### src/rtl/chain_mixer_sequencer_if.sv
// Host and actuator signal bundle for the serial mixer chain sequencer.
// The host side (start/abort/mask, status back) is the master; the sequencer is the slave.
interface chain_mixer_sequencer_if #(
  parameter int NUM_STAGES = 32
);
  localparam int IDX_W = $clog2(NUM_STAGES);

  logic                  start;
  logic                  abort;
  logic [NUM_STAGES-1:0] stage_mask;
  logic                  in_valve;
  logic [NUM_STAGES-1:0] reagent_valve;
  logic [NUM_STAGES-1:0] mix_pump;
  logic [NUM_STAGES-1:0] xfer_valve;
  logic [IDX_W-1:0]      stage_idx;
  logic                  busy;
  logic                  done;
  logic                  aborted;

  modport master (
    output start, abort, stage_mask,
    input  in_valve, reagent_valve, mix_pump, xfer_valve, stage_idx, busy, done, aborted
  );

  modport slave (
    input  start, abort, stage_mask,
    output in_valve, reagent_valve, mix_pump, xfer_valve, stage_idx, busy, done, aborted
  );
endinterface

### src/rtl/chain_mixer_sequencer.sv
// Sequencer for the serial mixer chain: fill j0, then per stage load reagent, mix, transfer.
// All actuator and status outputs are registered from the next-state decode.
//
// state  | meaning
// IDLE   | waiting for start, all actuators closed
// FILL   | j0 inlet valve open
// LOAD   | reagent valve k_i open (enabled stage only)
// MIX    | mixer pump i running (enabled stage only)
// XFER   | transfer valve i open, passing j_{i+1} onward
// DONE   | one-cycle completion pulse
module chain_mixer_sequencer #(
  parameter int NUM_STAGES  = 32,
  parameter int FILL_CYCLES = 4,
  parameter int LOAD_CYCLES = 8,
  parameter int MIX_CYCLES  = 16,
  parameter int XFER_CYCLES = 4
) (
  input logic                    clk,
  input logic                    rst_n,
  chain_mixer_sequencer_if.slave bus
);
  localparam int IDX_W = $clog2(NUM_STAGES);
  localparam int MAX_A = (FILL_CYCLES > LOAD_CYCLES) ? FILL_CYCLES : LOAD_CYCLES;
  localparam int MAX_B = (MIX_CYCLES > XFER_CYCLES) ? MIX_CYCLES : XFER_CYCLES;
  localparam int MAX_C = (MAX_A > MAX_B) ? MAX_A : MAX_B;
  localparam int CNT_W = $clog2(MAX_C + 1);
  localparam logic [IDX_W-1:0] LAST_IDX = IDX_W'(NUM_STAGES - 1);

  typedef enum logic [2:0] {S_IDLE, S_FILL, S_LOAD, S_MIX, S_XFER, S_DONE} state_t;

  state_t                state, state_nx;
  logic [CNT_W-1:0]      cnt, cnt_nx;
  logic [IDX_W-1:0]      idx, idx_nx, idx_p1;
  logic [NUM_STAGES-1:0] mask_q, mask_nx;
  logic                  cnt_tc;

  logic                  in_valve_q, in_valve_nx;
  logic [NUM_STAGES-1:0] rv_q, rv_nx;
  logic [NUM_STAGES-1:0] mp_q, mp_nx;
  logic [NUM_STAGES-1:0] xv_q, xv_nx;
  logic                  busy_q, busy_nx;
  logic                  done_q, done_nx;
  logic                  aborted_q, aborted_nx;

  assign idx_p1 = idx + IDX_W'(1);
  assign cnt_tc = (cnt == '0);

  always_ff @(posedge clk or negedge rst_n) begin
    if (!rst_n) begin
      state      <= S_IDLE;
      cnt        <= '0;
      idx        <= '0;
      mask_q     <= '0;
      in_valve_q <= 1'b0;
      rv_q       <= '0;
      mp_q       <= '0;
      xv_q       <= '0;
      busy_q     <= 1'b0;
      done_q     <= 1'b0;
      aborted_q  <= 1'b0;
    end else begin
      state      <= state_nx;
      cnt        <= cnt_nx;
      idx        <= idx_nx;
      mask_q     <= mask_nx;
      in_valve_q <= in_valve_nx;
      rv_q       <= rv_nx;
      mp_q       <= mp_nx;
      xv_q       <= xv_nx;
      busy_q     <= busy_nx;
      done_q     <= done_nx;
      aborted_q  <= aborted_nx;
    end
  end

  always_comb begin
    state_nx   = state;
    cnt_nx     = cnt_tc ? cnt : cnt - CNT_W'(1);
    idx_nx     = idx;
    mask_nx    = mask_q;
    aborted_nx = 1'b0;
    case (state)
      S_IDLE: begin
        if (bus.start && !bus.abort) begin
          state_nx = S_FILL;
          mask_nx  = bus.stage_mask;
          idx_nx   = '0;
          cnt_nx   = CNT_W'(FILL_CYCLES - 1);
        end
      end
      S_FILL: begin
        if (cnt_tc) begin
          if (mask_q[0]) begin
            state_nx = S_LOAD;
            cnt_nx   = CNT_W'(LOAD_CYCLES - 1);
          end else begin
            state_nx = S_XFER;
            cnt_nx   = CNT_W'(XFER_CYCLES - 1);
          end
        end
      end
      S_LOAD: begin
        if (cnt_tc) begin
          state_nx = S_MIX;
          cnt_nx   = CNT_W'(MIX_CYCLES - 1);
        end
      end
      S_MIX: begin
        if (cnt_tc) begin
          state_nx = S_XFER;
          cnt_nx   = CNT_W'(XFER_CYCLES - 1);
        end
      end
      S_XFER: begin
        if (cnt_tc) begin
          if (idx == LAST_IDX) begin
            state_nx = S_DONE;
            cnt_nx   = '0;
          end else begin
            idx_nx = idx_p1;
            if (mask_q[idx_p1]) begin
              state_nx = S_LOAD;
              cnt_nx   = CNT_W'(LOAD_CYCLES - 1);
            end else begin
              state_nx = S_XFER;
              cnt_nx   = CNT_W'(XFER_CYCLES - 1);
            end
          end
        end
      end
      S_DONE: begin
        state_nx = S_IDLE;
        idx_nx   = '0;
      end
      default: state_nx = S_IDLE;
    endcase
    // The DONE cycle counts as a completed run, so abort there raises no pulse.
    if (bus.abort && state != S_IDLE) begin
      state_nx   = S_IDLE;
      cnt_nx     = '0;
      idx_nx     = '0;
      aborted_nx = (state != S_DONE);
    end
  end

  always_comb begin
    in_valve_nx     = (state_nx == S_FILL);
    rv_nx           = '0;
    mp_nx           = '0;
    xv_nx           = '0;
    rv_nx[idx_nx]   = (state_nx == S_LOAD);
    mp_nx[idx_nx]   = (state_nx == S_MIX);
    xv_nx[idx_nx]   = (state_nx == S_XFER);
    busy_nx         = (state_nx != S_IDLE);
    done_nx         = (state_nx == S_DONE);
  end

  assign bus.in_valve      = in_valve_q;
  assign bus.reagent_valve = rv_q;
  assign bus.mix_pump      = mp_q;
  assign bus.xfer_valve    = xv_q;
  assign bus.stage_idx     = idx;
  assign bus.busy          = busy_q;
  assign bus.done          = done_q;
  assign bus.aborted       = aborted_q;
endmodule

### src/flat_wrapper.sv
// flat-port wrapper written by rule: the top's interface ports become plain ports
module chain_mixer_sequencer_flat 
#(
  parameter int NUM_STAGES  = 32,
  parameter int FILL_CYCLES = 4,
  parameter int LOAD_CYCLES = 8,
  parameter int MIX_CYCLES  = 16,
  parameter int XFER_CYCLES = 4
)
  (clk, rst_n, bus_start, bus_abort, bus_stage_mask, bus_in_valve, bus_reagent_valve, bus_mix_pump, bus_xfer_valve, bus_stage_idx, bus_busy, bus_done, bus_aborted);
  chain_mixer_sequencer_if #(.NUM_STAGES(NUM_STAGES)) bus_i ();
  input logic clk;
  input logic rst_n;
  input wire logic [$bits(bus_i.start)-1:0] bus_start;
  input wire logic [$bits(bus_i.abort)-1:0] bus_abort;
  input wire logic [$bits(bus_i.stage_mask)-1:0] bus_stage_mask;
  output wire logic [$bits(bus_i.in_valve)-1:0] bus_in_valve;
  output wire logic [$bits(bus_i.reagent_valve)-1:0] bus_reagent_valve;
  output wire logic [$bits(bus_i.mix_pump)-1:0] bus_mix_pump;
  output wire logic [$bits(bus_i.xfer_valve)-1:0] bus_xfer_valve;
  output wire logic [$bits(bus_i.stage_idx)-1:0] bus_stage_idx;
  output wire logic [$bits(bus_i.busy)-1:0] bus_busy;
  output wire logic [$bits(bus_i.done)-1:0] bus_done;
  output wire logic [$bits(bus_i.aborted)-1:0] bus_aborted;
  assign bus_i.start = bus_start;
  assign bus_i.abort = bus_abort;
  assign bus_i.stage_mask = bus_stage_mask;
  assign bus_in_valve = bus_i.in_valve;
  assign bus_reagent_valve = bus_i.reagent_valve;
  assign bus_mix_pump = bus_i.mix_pump;
  assign bus_xfer_valve = bus_i.xfer_valve;
  assign bus_stage_idx = bus_i.stage_idx;
  assign bus_busy = bus_i.busy;
  assign bus_done = bus_i.done;
  assign bus_aborted = bus_i.aborted;
  chain_mixer_sequencer #(.NUM_STAGES(NUM_STAGES), .FILL_CYCLES(FILL_CYCLES), .LOAD_CYCLES(LOAD_CYCLES), .MIX_CYCLES(MIX_CYCLES), .XFER_CYCLES(XFER_CYCLES)) u_core (.clk(clk), .rst_n(rst_n), .bus(bus_i));
endmodule
### config.mk
export PLATFORM = sky130hd
export DESIGN_NAME = chain_mixer_sequencer_flat
export DESIGN_NICKNAME = d
export VERILOG_FILES = /design/src/rtl/chain_mixer_sequencer_if.sv /design/src/rtl/chain_mixer_sequencer.sv /design/src/flat_wrapper.sv
export SDC_FILE = /design/constraint.sdc
export NUM_CORES = 1
export LEC_CHECK = 0
export BUFFER_PORTS_ARGS = -buffer_cell sky130_fd_sc_hd__clkbuf_2
export CAP_MARGIN = 20
export CORE_ASPECT_RATIO = 1.5
export CORE_UTILIZATION = 54
export CTS_CLUSTER_DIAMETER = 50
export DETAILED_ROUTE_END_ITERATION = 6
export PLACE_DENSITY = 0.8
export SYNTH_ARGS = -nofsm -noshare
export SYNTH_HDL_FRONTEND = slang
export SYNTH_SLANG_ARGS = --single-unit
### constraint.sdc
create_clock -name clk -period 3.8 [get_ports clk]
set_input_delay 0.38 -clock clk [delete_from_list [all_inputs] [get_ports clk]]
set_output_delay 0.38 -clock clk [all_outputs]
set_load 0.03 [all_outputs]
# Word-level counts from Yosys, hierarchy flattened
# Index checks and enable logic that the tools add are counted.
[op_classes]
mux = 31
magnitude_cmp = 3
n_eq_ne = 12
bitwise_logic = 3
addsub = 2
reduce_logical = 9
[op_table]
columns = ["cell", "count"]
rows = [
  ["$and 32x32->32", 3],
  ["$mux 5", 12],
  ["$mux 3", 11],
  ["$pmux 5 s5", 1],
  ["$pmux 3 s5", 1],
  ["$pmux 5 s3", 1],
  ["$eq 3x2->1 const B", 4],
  ["$eq 3x3->1 const B", 4],
  ["$lt 5x6->1 const B", 2],
  ["$eq 3x1->1 const B", 2],
  ["$reduce_bool 3->1", 2],
  ["$add 5x1->5 const B", 1],
  ["$bmux 1 s5", 1],
  ["$demux 1 s5", 1],
  ["$eq 5x5->1 const B", 1],
  ["$ge 5x1->1 const B", 1],
  ["$logic_not 5->1", 1],
  ["$sub 5x1->5 const B", 1],
  ["$logic_and 1x1->1", 3],
  ["$logic_not 3->1", 1],
  ["$mux 1", 3],
  ["$ne 3x3->1 const B", 1],
  ["$reduce_and 2->1", 1],
  ["$logic_not 1->1", 1],
]
[totals]
inputBits = 36
register_bits = 145
word_cells = 71
output_inout_bits = 105

# Longest topological paths before layout
# Gate-level depths: netlist of the first run.
[depth]
ltp_word = 10
depth_mapped = 12
depth_no_buf = 10

# Least setup slack after synthesis of the first run
# Ideal clock, no wire load.
[synth_timing]
path_kind = "flip-flop to flip-flop"
from = "register u_core.idx[1] (netlist: u_core.bus.stage_idx[1])"
to = "register u_core.xv_q[24] (netlist: u_core.bus.xfer_valve[24])"
path_buffers = 2
setup_time_ns = 0.095
synth_period_minus_slack_ns = 2.882
arrival_ns = 2.788
required_ns = 3.705
setup_slack_ns = 0.918
path_stages_with_launch = 13
cell_sequence = "dfrtp_1 > ha_1 > nand3_1 > inv_1 > ha_1 > inv_1 > a31oi_1 > a31o_4 > nor2_1 > or4_1 > buf_2 > buf_6 > nor4_4"
[synth_via]
elab_chain_cells = 10
word_cells_on_any_way = 21
classes_between = "add/sub: 1; order compare: 2; eq/ne: 2; mux: 14; bitwise: 1; reduce/logical: 1"
[synth_rtl]
columns = ["element", "line_no", "rtl"]
rows = [
  ["from (decl)", "chain_mixer_sequencer.sv:33", "logic [IDX_W-1:0] idx, idx_nx, idx_p1;"],
  ["from (signal assigned)", "chain_mixer_sequencer.sv:64", "idx <= idx_nx;"],
  ["$eq 5x5->1 (*)", "chain_mixer_sequencer.sv:116", "if (idx == LAST_IDX) begin"],
  ["$mux 5 (*)", "chain_mixer_sequencer.sv:116", ""],
  ["$mux 5 (*)", "chain_mixer_sequencer.sv:115", "if (cnt_tc) begin"],
  ["$pmux 5 s3 (*)", "chain_mixer_sequencer.sv:82", "case (state)"],
  ["$mux 5 (*)", "chain_mixer_sequencer.sv:138", "if (bus.abort && state != S_IDLE) begin"],
  ["via u_core.idx_nx[0]", "chain_mixer_sequencer.sv:33", ""],
  ["$lt 5x6->1 (not written as such) or $ge 5x1->1 (tied branches)", "chain_mixer_sequencer.sv:153", "xv_nx[idx_nx] = (state_nx == S_XFER);"],
  ["$logic_and 1x1->1 (not written as such)", "chain_mixer_sequencer.sv:153", ""],
  ["$mux 1 (not written as such)", "chain_mixer_sequencer.sv:153", ""],
  ["$demux 1 s5 (*)", "-", ""],
  ["$and 32x32->32 (no source line) (*)", "-", ""],
  ["via u_core.xv_nx[24]", "chain_mixer_sequencer.sv:40", "logic [NUM_STAGES-1:0] xv_q, xv_nx;"],
  ["to (signal assigned)", "chain_mixer_sequencer.sv:69", "xv_q <= xv_nx;"],
  ["to (decl)", "chain_mixer_sequencer.sv:40", ""],
]
# The timed path passes the listed nets; every way through them passes the cells marked *. The select of a mux whose other input is x is not followed.
# A chain may end at the register's enable or synchronous reset.

# Worst setup path in the final report of the first run
[layout_timing]
from = "register u_core.cnt[0]"
to = "register u_core.rv_q[19] (netlist: u_core.bus.reagent_valve[19])"
[layout_via]
elab_chain_cells = 9
word_cells_on_any_way = 17
classes_between = "order compare: 2; eq/ne: 1; mux: 11; bitwise: 1; reduce/logical: 2"
[layout_rtl]
columns = ["element", "line_no", "rtl"]
rows = [
  ["from (decl)", "chain_mixer_sequencer.sv:32", "logic [CNT_W-1:0] cnt, cnt_nx;"],
  ["from (signal assigned)", "chain_mixer_sequencer.sv:63", "cnt <= cnt_nx;"],
  ["$logic_not 5->1 (*)", "chain_mixer_sequencer.sv:46", "assign cnt_tc = (cnt == '0);"],
  ["$mux 5", "chain_mixer_sequencer.sv:115", ""],
  ["$pmux 5 s3", "chain_mixer_sequencer.sv:82", ""],
  ["$mux 5", "chain_mixer_sequencer.sv:138", ""],
  ["$lt 5x6->1 (not written as such) or $ge 5x1->1 (tied branches)", "chain_mixer_sequencer.sv:151", "rv_nx[idx_nx] = (state_nx == S_LOAD);"],
  ["$logic_and 1x1->1 (not written as such)", "chain_mixer_sequencer.sv:151", ""],
  ["$mux 1 (not written as such)", "chain_mixer_sequencer.sv:151", ""],
  ["$demux 1 s5", "-", ""],
  ["$and 32x32->32 (no source line) (*)", "-", ""],
  ["via u_core.rv_nx[19]", "chain_mixer_sequencer.sv:38", "logic [NUM_STAGES-1:0] rv_q, rv_nx;"],
  ["to (signal assigned)", "chain_mixer_sequencer.sv:67", "rv_q <= rv_nx;"],
  ["to (decl)", "chain_mixer_sequencer.sv:38", ""],
]
# The timed path passes the listed nets; every way through them passes the cells marked *.

==> flow_summary_export.csv, run 1 <==
group,metric,value,unit
global_routing,grt_overflow_total,0,
route,firstDrtPassIters,5,
route,initialDrtViolationCount,229,
route,via_per_inst,5.95,
layout,final.fill_count,858,
clock_network,cts_tree,"built",
clock_network,ctsHoldBuffers,0,
yosys,synth_edf_count,0,
route,dr_total_vias,4729,
yosys,synth-async-reset-ratio,100,%
clock_network,cts_setup_buffers,0,
timing,setup_violations,0,
die,initial_core_util,55.4,%
clock_network,path_clk_slew,0.06,ns
yosys,yosysSeqAreaShare,57.1,%
route,drt-wirelength-per-cell,19.3,microns
layout,final_cell_mix,"dfrtp_1, clkbuf_2, a211oi_1",
critical_path,critPathKind,"flip-flop to flip-flop",
run,cap_violations,0,
die,die_area,12200,sq um
yosys,synth_nets,546,
critical_path,critPathRequiredTime,4.09,ns
timing,whs,0.0190,ns
timing,tightest_slew,0.939,ns
place,dp_slack,0.582,ns
route,drcViolationCount,0,
yosys,synth_flop_cell,"dfrtp_1",
clock_network,cts_resized,0,
timing,relSlewSlack,37.4,%
critical_path,cp_max_fo,8,
global_routing,antenna_found_initial,0,
yosys,synth_area,6350,sq um
status,outcome,"complete, no violations",
layout,regArea,3630,sq um
layout,diodes,0,
power_and_ir_drop,power.density,665,nW/um^2
global_routing,track_usage,26.5,%
critical_path,arrival,3.64,ns
power_and_ir_drop,leakagePower,3.46,nW
global_routing,first_global_vias,4861,
timing,final-hold-violation-count,0,
die,die_h,135,microns
timing,fin_crit_sh,88.0,%
yosys,ys_types,63,
clock_network,cts.root.buffer_cell,"clkbuf_16",
power_and_ir_drop,ir_drop,525,uV
yosys,yosysWarnings,0,
timing,post-route-min-period,3.35,ns
die,fp.dieW,90.5,microns
route,wl,15300,microns
timing,rsz0062_at_grt,"no",
route,route.antenna.remaining_nets,0,
layout,fin_nets,673,
yosys,syn_area_per_cell,12.6,sq um
critical_path,end_kind,"flip-flop",
critical_path,cp-start-kind,"flip-flop",
layout,drive_gt1_share,42.2,%
worst_hold_path,hold_path.class,"input port to async pin",
critical_path,r2r.worst_path.cells,9,
timing,fin_setup_tns,0,ns
clock_network,h-tree-depth,4,
clock_network,cts.path.max_buffers,2,
clock_network,cts_made_buffers,17,
yosys,syn_inst,505,
timing,skew,0.00760,ns
clock_network,clock_latency,0.41,ns
timing,fmax,299,MHz
timing,slew_violations,0,
die,core,11500,sq um
place,io_buffer_count,140,
layout,area_growth,21.1,%
die,io_pins,141,
place,gp_congestion,0.883,
place,post-dp-hpwl,10600,microns
layout,multiInputGateArea,2480,sq um
clock_network,clock-sinks,145,
global_routing,grt_start_max_net_pins,88,
global_routing,grt_pass1_wl,24700,microns
timing,fin_ws,0.455,ns
die,fp-row-count,48,
power_and_ir_drop,power,5.11,mW
layout,layout_commonest_cell,"dfrtp_1",
yosys,synth_seq_cells,145,
[logic make-up (layout without fill, tap and decap cells)]
| kind of cell | Yosys count | after routing | synth area share (%) |
|---|---|---|---|
| flip-flops | 145 | 145 | 57.1 |
| AND/OR/NAND/NOR | 136 | 136 | 14.1 |
| AO/OA/AOI/OAI | 107 | 107 | 13.5 |
| buffers and inverters | 56 | 196 | 4.47 |
| multiplexers | 48 | 48 | 8.61 |
| XOR/XNOR | 7 | 7 | 1.08 |
| adder cells (fa/ha/maj) | 6 | 6 | 1.14 |
[area by class of cell]
| class | count | share of cell area (%) |
|---|---|---|
| flip-flops and latches | 145 | 47.2 |
| multi-input cells | 304 | 32.2 |
| repair buffers | 151 | 10.3 |
| clock buffers | 18 | 5.71 |
| well taps | 150 | 2.44 |
| clock inverters | 14 | 1.51 |
| inverters | 13 | 0.635 |
[synth_stat cells, types with 4 or more instances]
cell type / n / share of area [%]
dfrtp_1: 145 / 57
a211oi_1: 48 / 5.7
mux2_2: 33 / 5.9
nor2_1: 29 / 1.7
nand2_1: 25 / 1.5
nor4_2: 25 / 4.9
clkbuf_1: 18 / 1.1
nand3_1: 16 / 1.3
a21oi_1: 15 / 1.2
buf_2: 14 / 1.1
mux2i_1: 13 / 2.0
inv_1: 12 / 0.71
nor3_1: 9 / 0.71
a211oi_2: 8 / 1.6
nor4_1: 8 / 0.79
buf_6: 7 / 1.2
ha_1: 5 / 0.99
nand2b_1: 5 / 0.49
o21ai_0: 5 / 0.39
nand4_1: 4 / 0.39
[metrics by stage]
step                      cells  cell area (sq um)  utilization (%)
final                       795               7690             67.0
after global routing        795               7690             67.0
after CTS                   795               7690             67.0
after detailed placement    763               7130             62.2
after global placement      763               7130             62.2
after floorplan             505               6350                -
[state kept, by name (all words and copies together) (netlist names)]
signal	count
u_core.state	3
u_core.bus.mix_pump	32
u_core.bus.in_valve	1
u_core.bus.reagent_valve	32
u_core.bus.done	1
u_core.mask_q	32
u_core.bus.aborted	1
u_core.bus.xfer_valve	32
u_core.bus.stage_idx	5
u_core.cnt	5
u_core.bus.busy	1
[path summary, 6_finish.rpt]
path | from | end | slack [ns]
max | u_core.cnt[0] | u_core.bus.reagent_valve[19] | 0.45
min | rst_n | u_core.bus.reagent_valve[16] | 0.02
max reg2reg | u_core.cnt[0] | u_core.bus.reagent_valve[19] | 0.45
min reg2reg | u_core.mask_q[17] | u_core.mask_q[17] | 0.51
max in group asynchronous | rst_n | u_core.bus.xfer_valve[27] | 2.88
min in group clk | bus_stage_mask[13] | u_core.mask_q[13] | 0.19
[metal layers]
layer	track usage [%]	part of all wire, %	wire [microns]	vias to the layer above
li1	-	-	-	2122
met1	28.9	36	5540	2342
met2	48.0	55	8400	210
met3	6.31	5.3	807	55
met4	13.2	3.7	572	0
met5	0	0	0	-
[where the power goes]
part           leakage, nW  internal [mW]  switching [mW]
clock network        0.268          0.871           0.688
logic                 1.25          0.592           0.987
registers             1.94           1.78           0.193
total                 3.46           3.24            1.87
[worst max-delay path, cell delays in order (launching register included)]
cell and delay [ns]:
dfrtp_1 0.42, inv_1 0.08, ha_1 0.25, nor4b_4 0.43, buf_4 0.24, mux2i_1 0.24, o221ai_1 0.24, nor4_2 0.48
nand2_1 0.43, a211oi_1 0.42
(Power assumes the default switching activity.)
==> run 2, diff against run 1 <==
--- a/config.mk
+++ b/config.mk
@@ -11,4 +11,5 @@
 export CORE_UTILIZATION = 54
 export CTS_CLUSTER_DIAMETER = 50
+export CTS_CLUSTER_SIZE = 16
 export DETAILED_ROUTE_END_ITERATION = 6
 export PLACE_DENSITY = 0.8
==> constraint.sdc (replaced) <==
create_clock -name clk -period 3.8 [get_ports clk]
set_input_delay 0.19 -clock clk [delete_from_list [all_inputs] [get_ports clk]]
set_output_delay 0.19 -clock clk [all_outputs]
set_load 0.03 [all_outputs]
==> flow_summary_export.csv, run 2 (synthesis results as in run 1) <==
group,metric,value,unit
die,initial_core_util,55.4,%
layout,layout_commonest_cell,"dfrtp_1",
clock_network,ctsHoldBuffers,22,
layout,area_growth,25.3,%
place,post-dp-hpwl,10400,microns
place,io_buffer_count,140,
critical_path,max_stage_delay,0.66,ns
timing,post-route-min-period,3.27,ns
critical_path,r2r.worst_path.cells,6,
timing,final-hold-violation-count,0,
critical_path,critPathRequiredTime,4.11,ns
power_and_ir_drop,power.density,655,nW/um^2
layout,final_cell_mix,"dfrtp_1, clkbuf_2, a211oi_1",
critical_path,critPathKind,"flip-flop to flip-flop",
critical_path,path_delay_family,"simple AND/OR/NAND/NOR gates",
timing,setup_violations,0,
global_routing,grt_pass1_wl,25600,microns
clock_network,cts.root.buffer_cell,"clkbuf_16",
critical_path,arrival,3.58,ns
worst_hold_path,hold_end,"u_core.mask_q[7]",
route,drt-wirelength-per-cell,19.6,microns
worst_hold_path,hold_path.startpoint,"bus_stage_mask[7]",
clock_network,cts.path.max_buffers,2,
critical_path,end_kind,"flip-flop",
global_routing,antenna_found_initial,0,
clock_network,cts_resized,0,
clock_network,cts_made_buffers,17,
status,outcome,"complete, no violations",
clock_network,clock-sinks,145,
clock_network,path_clk_slew,0.07,ns
critical_path,cp-start-kind,"flip-flop",
critical_path,r2r_end,"u_core.bus.mix_pump[18]",
global_routing,grt_start_max_net_pins,120,
clock_network,clock_latency,0.43,ns
route,via_per_inst,5.86,
die,fp.dieW,90.5,microns
layout,diodes,0,
place,place_inst,762,
route,drcViolationCount,0,
die,die_area,12200,sq um
critical_path,crit_chain,"or3b_1 -> o221ai_1 -> a21oi_1 -> nor2_1 -> nand3_1 -> a211oi_1",
timing,fin_setup_tns,0,ns
layout,instances_no_fill,818,
route,dr_total_vias,4790,
timing,slew_violations,0,
worst_hold_path,hold_path.class,"input port to flip-flop",
die,io_pins,141,
critical_path,path_buf_inv,0,
layout,drive_gt1_share,40.6,%
timing,skew,0.00873,ns
global_routing,grt_overflow_total,0,
die,die_h,135,microns
clock_network,h-tree-depth,4,
route,route.antenna.remaining_nets,0,
route,firstDrtPassIters,5,
critical_path,reg2reg_from,"u_core.state[2]",
timing,fmax,306,MHz
die,fp-row-count,48,
global_routing,track_usage,27.4,%
route,initialDrtViolationCount,253,
die,core,11500,sq um
timing,rsz0062_at_grt,"no",
timing,relSlewSlack,34.1,%
layout,fin_nets,696,
global_routing,first_global_vias,4895,
critical_path,ff2ff_setup_slack,0.53,ns
route,wl,16000,microns
place,gp_congestion,0.915,
power_and_ir_drop,leakagePower,3.56,nW
clock_network,cts_setup_buffers,0,
critical_path,slowest_stage,"dfrtp_1",
worst_hold_path,holdPathStages,2,
timing,tightest_slew,0.989,ns
power_and_ir_drop,ir_drop,463,uV
clock_network,cts_tree,"built",
critical_path,cp_max_fo,15,
timing,fin_crit_sh,86.1,%
run,cap_violations,0,
[run 2: cell types whose count changed in the layout (fill, tap and decap cells not counted)]
cell / delta
dlygate4sd3_1: +23
clkinv_2: -2
clkinvlp_4: +2
buf_16: +1
buf_4: -1
bufinv_16: +1
clkbuf_1: +1
clkbuf_8: -1
clkinv_4: -1
inv_6: -1
inv_8: +1
[run 2: how the worst max path moves through the flow]
stage	from	endpoint	slack, ns	depth (start not counted)
6_report	u_core.state[2]	u_core.bus.mix_pump[18]	0.53	6
5_1_grt	u_core.cnt[0]	u_core.bus.mix_pump[26]	0.30	9
4_1_cts	u_core.cnt[0]	u_core.bus.mix_pump[26]	0.61	9
3_5_place_dp	u_core.cnt[0]	u_core.bus.mix_pump[26]	0.63	9
3_3_place_gp	u_core.cnt[0]	u_core.bus.mix_pump[11]	0.70	9
2_1_floorplan	u_core.bus.stage_idx[1]	u_core.bus.xfer_valve[24]	0.92	12
[run 2: metrics by stage]
step	setup slack, ns	hold slack [ns]	total power, mW	util, %	area [sq um]
final	0.527	0.00198	5.22	69.4	7960
after global routing	0.304	0.00426	5.46	69.4	7960
after CTS	0.608	0.000389	5.21	69.0	7920
after detailed placement	0.626	0.420	3.56	62.1	7130
after global placement	0.703	0.409	3.48	62.1	7130
after floorplan	0.918	-0.106	3.18	-	6350
[run 2: layout make-up]
type                            instances  area [sq um]
Tap cell                              150           188
Multi-Input combinational cell        304          2480
Clock buffer                           18           429
Clock inverter                         14           145
Sequential cell                       145          3630
Fill cell                             845          3510
Timing Repair Buffer                  174          1040
Inverter                               13          48.8
[run 2: metal layers]
layer | up-vias | global-route usage (%) | wire, microns | part of all wire (%)
li1 | 2160 | - | - | -
met1 | 2373 | 31.1 | 5980 | 37
met2 | 218 | 48.1 | 8600 | 54
met3 | 39 | 6.53 | 892 | 5.6
met4 | 0 | 14.2 | 527 | 3.3
met5 | - | 0 | 0 | 0
[run 2: report_power, final]
part           switching, mW  leakage (nW)  internal (mW)
sequential             0.185          1.94           1.78
combinational           1.00          1.35          0.611
clock                  0.713         0.266          0.923
